`config.mk`:
```
export PLATFORM = sky130hd
export DESIGN_NAME = mult_ctrl
export DESIGN_NICKNAME = d
export VERILOG_FILES = /design/src/rtl/pipeline_pkg.sv /design/src/rtl/mult_shift_add.sv /design/src/rtl/mult_ctrl.sv
export SDC_FILE = /design/constraint.sdc
export NUM_CORES = 1
export LEC_CHECK = 0
export CORE_UTILIZATION = 38
export DETAILED_ROUTE_END_ITERATION = 7
export PLACE_DENSITY = 0.67
export SKIP_CTS_REPAIR_TIMING = 1
export SYNTH_ARGS = -nofsm -noshare
export SYNTH_HDL_FRONTEND = slang
export SYNTH_SLANG_ARGS = --single-unit
export TNS_END_PERCENT = 5
```
`constraint.sdc`:
```
create_clock -name clk -period 8.3 [get_ports clk]
set_input_delay 1.66 -clock clk [delete_from_list [all_inputs] [get_ports clk]]
set_output_delay 1.66 -clock clk [all_outputs]
set_load 0.005 [all_outputs]
```
`src/rtl/pipeline_pkg.sv`:
```
// pipeline_pkg: constants and types shared by the execute-stage blocks
// (result-select codes, multiply controller state encoding, operand width).
package pipeline_pkg;

   localparam int MULT_W = 32;

   localparam logic [1:0] OUTSEL_ALU   = 2'b00;
   localparam logic [1:0] OUTSEL_HI    = 2'b01;
   localparam logic [1:0] OUTSEL_LO    = 2'b10;
   localparam logic [1:0] OUTSEL_SHIFT = 2'b11;

   typedef logic [1:0] mult_state_t;

   localparam mult_state_t IDLE = 2'd0;
   localparam mult_state_t BUSY = 2'd1;
   localparam mult_state_t FIX  = 2'd2;

endpackage

```
`src/rtl/mult_shift_add.sv`:
```
// mult_shift_add: accumulator, shifting multiplicand/multiplier and adder for the
// unsigned one-bit-per-cycle multiply; sequenced by mult_ctrl via load/step/clear.
module mult_shift_add
   import pipeline_pkg::*;
(
   input  logic                clk,
   input  logic                reset,
   input  logic                load,
   input  logic                step,
   input  logic                clear,
   input  logic [MULT_W-1:0]   mcand_in,
   input  logic [MULT_W-1:0]   mplier_in,
   output logic [2*MULT_W-1:0] acc,
   output logic                mplier_zero
);

   logic [2*MULT_W-1:0] mcand;
   logic [MULT_W-1:0]   mplier;

   always_ff @(posedge clk or posedge reset) begin
      if (reset) begin
         acc    <= '0;
         mcand  <= '0;
         mplier <= '0;
      end else if (load) begin
         acc    <= '0;
         mcand  <= {{MULT_W{1'b0}}, mcand_in};
         mplier <= mplier_in;
      end else if (clear) begin
         acc    <= '0;
         mcand  <= '0;
         mplier <= '0;
      end else if (step) begin
         if (mplier[0]) begin
            acc <= acc + mcand;
         end
         mcand  <= mcand << 1;
         mplier <= mplier >> 1;
      end
   end

   // Once the multiplier has shifted out, acc already holds the product.
   assign mplier_zero = (mplier == '0);

endmodule

```
`src/rtl/mult_ctrl.sv`:
```
// mult_ctrl: iterative multiply controller with HI/LO commit and pipeline stall.
// Define MULT_EARLY_TERM_EN to finish as soon as the remaining multiplier is zero.
module mult_ctrl
   import pipeline_pkg::*;
#(
   parameter int MULT_CYCLES = 32
) (
   input  logic              clk,
   input  logic              reset,
   input  logic              start_mult,
   input  logic              mult_sign,
   input  logic [MULT_W-1:0] srca_e,
   input  logic [MULT_W-1:0] srcb_e,
   input  logic [1:0]        outselect_e,
   output logic              mult_stall,
   output logic              mult_busy,
   output logic [MULT_W-1:0] hi,
   output logic [MULT_W-1:0] lo
);

   localparam logic [4:0] CNT_LAST = 5'(MULT_CYCLES - 1);

   mult_state_t         state;
   mult_state_t         state_nxt;
   logic [4:0]          cnt;
   logic                neg;
   logic                load;
   logic                step;
   logic                clear;
   logic                last_iter;
   logic                mplier_zero;
   logic                hilo_read;
   logic [2*MULT_W-1:0] acc;
   logic [MULT_W-1:0]   mag_a;
   logic [MULT_W-1:0]   mag_b;

   // |v| for signed operands; 0x80000000 maps to 2^31, which still fits unsigned.
   function automatic logic [MULT_W-1:0] magnitude(input logic signed [MULT_W-1:0] v,
                                                   input logic sgn);
      logic signed [MULT_W-1:0] neg_v;
      neg_v = -v;
      return (sgn && (v < 0)) ? $unsigned(neg_v) : $unsigned(v);
   endfunction

   function automatic logic [2*MULT_W-1:0] apply_sign(input logic signed [2*MULT_W-1:0] p,
                                                      input logic n);
      logic signed [2*MULT_W-1:0] neg_p;
      neg_p = -p;
      return n ? $unsigned(neg_p) : $unsigned(p);
   endfunction

   assign mag_a = magnitude(srca_e, mult_sign);
   assign mag_b = magnitude(srcb_e, mult_sign);

   assign load  = (state == IDLE) && start_mult;
   assign step  = (state == BUSY) && !mplier_zero;
   assign clear = (state == FIX);

`ifdef MULT_EARLY_TERM_EN
   assign last_iter = mplier_zero || (cnt == CNT_LAST);
`else
   assign last_iter = (cnt == CNT_LAST);
`endif

   mult_shift_add u_datapath (
      .clk         (clk),
      .reset       (reset),
      .load        (load),
      .step        (step),
      .clear       (clear),
      .mcand_in    (mag_a),
      .mplier_in   (mag_b),
      .acc         (acc),
      .mplier_zero (mplier_zero)
   );

   always_comb begin
      state_nxt = state;
      case (state)
         IDLE:    if (start_mult) state_nxt = BUSY;
         BUSY:    if (last_iter) state_nxt = FIX;
         FIX:     state_nxt = IDLE;
         default: state_nxt = IDLE;
      endcase
   end

   always_ff @(posedge clk or posedge reset) begin
      if (reset) begin
         state <= IDLE;
         cnt   <= '0;
         neg   <= 1'b0;
      end else begin
         state <= state_nxt;
         if (load) begin
            cnt <= '0;
            neg <= mult_sign & (srca_e[MULT_W-1] ^ srcb_e[MULT_W-1]);
         end else if (state == BUSY) begin
            cnt <= cnt + 5'd1;
         end
      end
   end

   // HI/LO only move on the FIX cycle, so a same-cycle read sees the old product.
   always_ff @(posedge clk or posedge reset) begin
      if (reset) begin
         hi <= '0;
         lo <= '0;
      end else if (state == FIX) begin
         {hi, lo} <= apply_sign(acc, neg);
      end
   end

   assign hilo_read  = (outselect_e == OUTSEL_HI) || (outselect_e == OUTSEL_LO);
   assign mult_busy  = (state != IDLE);
   assign mult_stall = mult_busy && (start_mult || hilo_read);

endmodule

```
==> results of run 1 <==
-- cells by family after synthesis --
family                     Yosys count
AOI/OAI and AO/OA                  641
xor gates and xnor gates           184
DFF                                232
adders and majority gates           69
and+or+nand+nor                    525
muxes                               17
buffers and inverters              130
-- worst max path at each step --
stage,to,slack (ps)
6_report,mult_stall,3740
3_5_place_dp,u_datapath.mplier[30]$_DFFE_PP0P_,3320
4_1_cts,mult_stall,3740
2_1_floorplan,cnt[0]$_DFFE_PP0P_,280
3_3_place_gp,u_datapath.mplier[30]$_DFFE_PP0P_,3360
5_1_grt,mult_stall,3620
-- power groups by stage --
stage	Clock [mW]	Combinational, mW	Sequential [mW]
after floorplan	0	2.88	1.92
after global placement	0	3.66	2.11
after detailed placement	0	3.73	2.13
after CTS	1.20	3.75	2.11
after global routing	1.24	4.23	2.18
final	1.17	3.77	2.12
-- Yosys cell counts (16+ instances only) --
cell / number
nor3_1: 20
nand4_1: 21
nor4_1: 21
ha_1: 68
inv_1: 28
o41ai_1: 16
o31ai_1: 33
o21a_1: 57
a21o_1: 32
xor2_1: 127
nor2_1: 65
o21ai_0: 274
o21ai_1: 21
clkbuf_1: 93
xnor2_1: 57
dfrtp_1: 232
nand3_1: 81
nand2_1: 231
a21oi_1: 127
mux2i_1: 16
-- layer usage --
metal	routed length, um	vias up	part of all wire	track usage
met3	2681	41	0.065	0.03339
met2	17080	392	0.41	0.2902
met1	20980	6307	0.51	0.3077
li1	-	6664	-	-
met4	645	0	0.016	0.04270
met5	0	-	0	0
-- metrics by stage --
stage / hold slack (ps) / instances / setup WS [ps]
final: 474.3 / 2415 / 3744
after global routing: 498.5 / 2414 / 3620
after CTS: 482.5 / 2414 / 3735
after detailed placement: 469.3 / 2368 / 3324
after global placement: 464.6 / 2368 / 3356
after floorplan: 449.4 / 1798 / 278.7
-- area by class of cell --
type | count | area, sq um | area share
Tap cell | 525 | 656.9 | 0.03658
Clock buffer | 32 | 724.4 | 0.04034
Antenna cell | 1 | 2.502 | 0.0001393
Clock inverter | 14 | 136.4 | 0.007594
Multi-Input combinational cell | 1436 | 9077 | 0.5055
Timing Repair Buffer | 147 | 1441 | 0.08026
Inverter | 28 | 112.6 | 0.006270
Sequential cell | 232 | 5807 | 0.3233
-- state kept, by name (all words and copies together), names as in the netlist --
signal             flops
u_datapath.acc        64
u_datapath.mcand      64
hi                    32
lo                    32
u_datapath.mplier     32
cnt                    5
state                  2
neg                    1
-- worst register-to-register path, stage by stage (launching register included) --
cell and delay, ps:
dfrtp_1 420, ha_1 250, inv_1 70, fa_1 400, nor2b_1 140, o21a_1 150
a311o_1 270, a31oi_1 170, a21oi_1 300, a21boi_0 270, o31a_1 390, o21ai_0 720
a21boi_0 250, xor2_1 240, o21ai_0 100
==> results.toml, run 1 <==
[worst_setup_path]
path_max_fanout = 1
reg2reg_to = "u_datapath.acc[54]$_DFFE_PP0P_"
cp_top_family = "buffers and inverters"
critPathKind = "in2out"
cp_num_buf_inv = 2
startpoint = "outselect_e[0]"
r2r_slack_ps = 4010
worstPathCellList = "clkdlybuf4s50_1 > xor2_1 > nor2_1 > nor2_1 > clkdlybuf4s50_1"
critical-path-max-stage-delay_ps = 510
reg2reg_from = "u_datapath.mcand[0]$_DFFE_PP0P_"
critPathArrivalTime_ps = 2900
slowest_stage = "clkdlybuf4s50_1"
crit_required_ps = 6640
r2r_cells = 14
startpoint_type = "input pin"
worstSetupPathDepth = 5
cp-end-kind = "primary output"

[cts]
clk_latency_ps = 560
cts_max_level = 1
cts_tree = "done"
cts-root-buf = "clkbuf_16"
path_clk_slew_ps = 60
cts_sinks = 232
clockBufferDepth = 3
cts_buffers = 26

[yosys]
synth_xor_area_frac = 0.1051
syn_area_sq_mm = 0.01534
synth_nets = 1937
ys_types = 71
yosysTopAreaCell = "dfrtp_1"
synth_area_leaders = "dfrtp_1 (38%), o21ai_0 (8.9%), xor2_1 (7.3%)"
synthSimpleGateAreaFrac = 0.1685
synth-seq-cells = 232
async_reset_ff_frac = 1.000
syn_area_per_cell_sq_um = 8.531
synth_edf_count = 0
synth_top_family_by_area = "compound AO/OA/AOI/OAI gates"
synth_cells = 1798
synthFlopType = "dfrtp_1"
synthMuxAreaShare = 0.01118
ys_seq_area_frac = 0.3785
synth_fa_ha_area_frac = 0.05677
synth_top_area_frac = 0.3785
yosysWarningCount = 0
synth_compound_area_frac = 0.2481

[sta]
worst_slew_pin_slew_ps = 1113
fmax_mhz = 219.5
finClkSkew_ps = 16.41
finalMaxSlewViolations = 0
tns_ps = 0
grt_setup_unrepaired = "no"
hold_viol = 0
max_slew_margin = 0.2578
finalSetupViolCount = 0
fin_crit_ps = 4556
min_period_over_period = 0.5489

[power_and_ir_drop]
power_frac_comb = 0.534
p_seq_frac = 0.301
p_per_area_mw_per_mm2 = 393.2
clockPowerShare = 0.166
irDropWorstVdd_uv = 149.7
p_sw_frac = 0.4604
netSwitchingPower_mw = 3.251
power_mw = 7.062
p_int_mw = 3.811
p_leak_nw = 7.466

[detailed_routing]
drt-total-wl_mm = 41.39
routed-via-count = 13404
routed_via_density = 5.550
first_pass_iters = 5
drtIter0Drc = 912
drc = 0
avgRoutedWirePerCell_um = 17.14
detail-route-antenna-nets = 0

[global_routing]
grt_max_degree = 129
grt_pass1_vias = 12489
grt.total_usage = 0.2001
overflow = 0
grt_pass1_wl_mm = 67.50
antenna_found_initial = 0

[min_path]
hp-class = "reg2reg"
hold_start = "hi[3]$_DFFE_PP0P_"
hold_depth = 2
hold_end = "hi[3]$_DFFE_PP0P_"

[flow_run]
maxCapViolations = 0

[layout]
final_cell_mix = "o21ai_0 (274), dfrtp_1 (231), nand2_1 (229)"
drive_gt1_frac = 0.05082
postLayoutCoreUtil = 0.4520
fill_cells = 3854
area_growth_pct = 17.08
final_common_cell = "o21ai_0"
stdcell_area_sq_mm = 0.01796
final_nets = 2010

[floorplanning]
coreArea_sq_mm = 0.03973
die_w_um = 202.9
rows = 73
initial_utilization = 0.3860
die-area_sq_mm = 0.04117
io_pins = 136
die_h_um = 202.9

[placed_design]
place_area_sq_mm = 0.01710
gp_congestion = 0.9126
dpl.hpwl_mm = 30.80
port_buffers = 135

[run_status]
outcome = "complete, no violations"
No activity file was read; power rests on OpenSTA's default activity.
==> run 2: changes to the inputs <==
--- a/config.mk
+++ b/config.mk
@@ -7,7 +7,7 @@
 export LEC_CHECK = 0
 export CORE_UTILIZATION = 38
 export DETAILED_ROUTE_END_ITERATION = 7
-export PLACE_DENSITY = 0.67
+export PLACE_DENSITY = 0.64
 export SKIP_CTS_REPAIR_TIMING = 1
 export SYNTH_ARGS = -nofsm -noshare
 export SYNTH_HDL_FRONTEND = slang
==> constraint.sdc (replaced) <==
create_clock -name clk -period 4.59 [get_ports clk]
set_input_delay 0.918 -clock clk [delete_from_list [all_inputs] [get_ports clk]]
set_output_delay 0.918 -clock clk [all_outputs]
set_load 0.005 [all_outputs]
==> results.toml, run 2 (synthesis gave the netlist of run 1 again) <==
[run_status]
outcome = "complete, no violations"

[sta]
grt_setup_unrepaired = "no"
fin_crit_ps = 3787
tns_ps = 0
fmax_mhz = 264.0
worst_slew_pin_slew_ps = 991.9
hold_viol = 0
finalMaxSlewViolations = 0
finalSetupViolCount = 0
fin_hold_ws_ps = 476.6
max_slew_margin = 0.3387
min_period_over_period = 0.8251
finClkSkew_ps = 10.42

[floorplanning]
rows = 73
io_pins = 136
die_w_um = 202.9
initial_utilization = 0.3860
die-area_sq_mm = 0.04117
coreArea_sq_mm = 0.03973
die_h_um = 202.9

[global_routing]
overflow = 0
grt_max_degree = 114
grt.total_usage = 0.1968
grt_pass1_vias = 12594
grt_pass1_wl_mm = 66.90
antenna_found_initial = 2

[worst_setup_path]
path_max_fanout = 6
crit_required_ps = 4980
startpoint_type = "flip-flop"
slowest_stage = "dfrtp_1"
worstPathCellList = "ha_1 > a21oi_1 > o21ai_0 > nor3_1 > a22oi_1 > and4_1 > a21oi_1 > o31ai_1 > buf_4 > a211o_1 > a41oi_1 > xor2_1 > o21ai_0"
critPathArrivalTime_ps = 4180
cp_top_family = "compound AO/OA/AOI/OAI gates"
critical-path-max-stage-delay_ps = 500
cp-end-kind = "flip-flop"
cp_num_buf_inv = 1
critPathKind = "reg2reg"

[cts]
cts_tree = "done"
path_clk_slew_ps = 60
cts_buffers = 25
cts-root-buf = "clkbuf_16"
clk_latency_ps = 540
clockBufferDepth = 3
cts_sinks = 232
cts_max_level = 1

[detailed_routing]
avgRoutedWirePerCell_um = 16.51
drt-total-wl_mm = 39.97
routed-via-count = 13249
detail-route-antenna-nets = 0
routed_via_density = 5.473
drc = 0
first_pass_iters = 5
drtIter0Drc = 682

[layout]
drive_gt1_frac = 0.05380
postLayoutCoreUtil = 0.4541
reg_top3 = "u_datapath.acc (64), u_datapath.mcand (64)"
diodes = 0
seqCellArea_sq_mm = 0.005807
multi_input_area_sq_mm = 0.009077
fill_cells = 3873
final_common_cell = "o21ai_0"
final_cell_mix = "o21ai_0 (274), dfrtp_1 (231), nand2_1 (229)"
final_nets = 2017
area_growth_pct = 17.62

[placed_design]
port_buffers = 135
dpl.hpwl_mm = 30.08
gp_congestion = 0.9158

[flow_run]
maxCapViolations = 0

[min_path]
hp-class = "reg2reg"

[power_and_ir_drop]
p_leak_nw = 7.513
p_per_area_mw_per_mm2 = 703.2
power_mw = 12.69
irDropWorstVdd_uv = 371.9
[run 2: metal layers]
| metal | track usage | vias to the layer above | routed length, um |
|---|---|---|---|
| met5 | 0 | - | 30 |
| met4 | 0.04860 | 4 | 751 |
| met3 | 0.03178 | 48 | 2270 |
| met2 | 0.2873 | 321 | 16580 |
| met1 | 0.2993 | 6202 | 20340 |
| li1 | - | 6674 | - |
[run 2: power by group]
| group | switching, mW | internal, mW |
|---|---|---|
| combinational | 3.94 | 2.85 |
| clock | 0.836 | 1.22 |
| sequential | 0.986 | 2.85 |
[run 2: cell type report]
type	count	share of cell area
multi-input combinational	1436	0.5032
clock buffer	35	0.04064
tap	525	0.03641
inverter	28	0.006034
sequential	232	0.3219
timing repair buffer	155	0.08600
clock inverter	10	0.005895
[run 2: path summary, 6_finish.rpt]
| check | slack (ps) | startpoint | depth (start not counted) | end |
|---|---|---|---|---|
| max | 800 | u_datapath.acc[6]$_DFFE_PP0P_ | 13 | u_datapath.acc[61]$_DFFE_PP0P_ |
| min | 480 | lo[31]$_DFFE_PP0P_ | 2 | lo[31]$_DFFE_PP0P_ |
| max reg2reg | 800 | u_datapath.acc[6]$_DFFE_PP0P_ | 13 | u_datapath.acc[61]$_DFFE_PP0P_ |
| min reg2reg | 480 | lo[31]$_DFFE_PP0P_ | 2 | lo[31]$_DFFE_PP0P_ |
| max in group asynchronous | 2950 | reset | 3 | u_datapath.mplier[6]$_DFFE_PP0P_ |
| min in group asynchronous | 810 | reset | 2 | u_datapath.acc[5]$_DFFE_PP0P_ |
[run 2: tightest hold or removal path: cells and delay by family (launching register included)]
kind | cells | cell delay [ps]
AOI/OAI and AO/OA | 1 | 60
DFF | 1 | 340
and+or+nand+nor | 1 | 50
[run 2: per-stage QoR]
| stage | instances | area, sq um | setup WS, ps |
|---|---|---|---|
| 3_3_place_gp | 2376 | 17200 | 431.0 |
| 3_5_place_dp | 2376 | 17200 | 380.0 |
| 2_1_floorplan | 1798 | 15340 | 636.1 |
| 4_1_cts | 2421 | 18040 | 840.8 |
| 5_1_grt | 2421 | 18040 | 519.6 |
| 6_report | 2421 | 18040 | 802.6 |
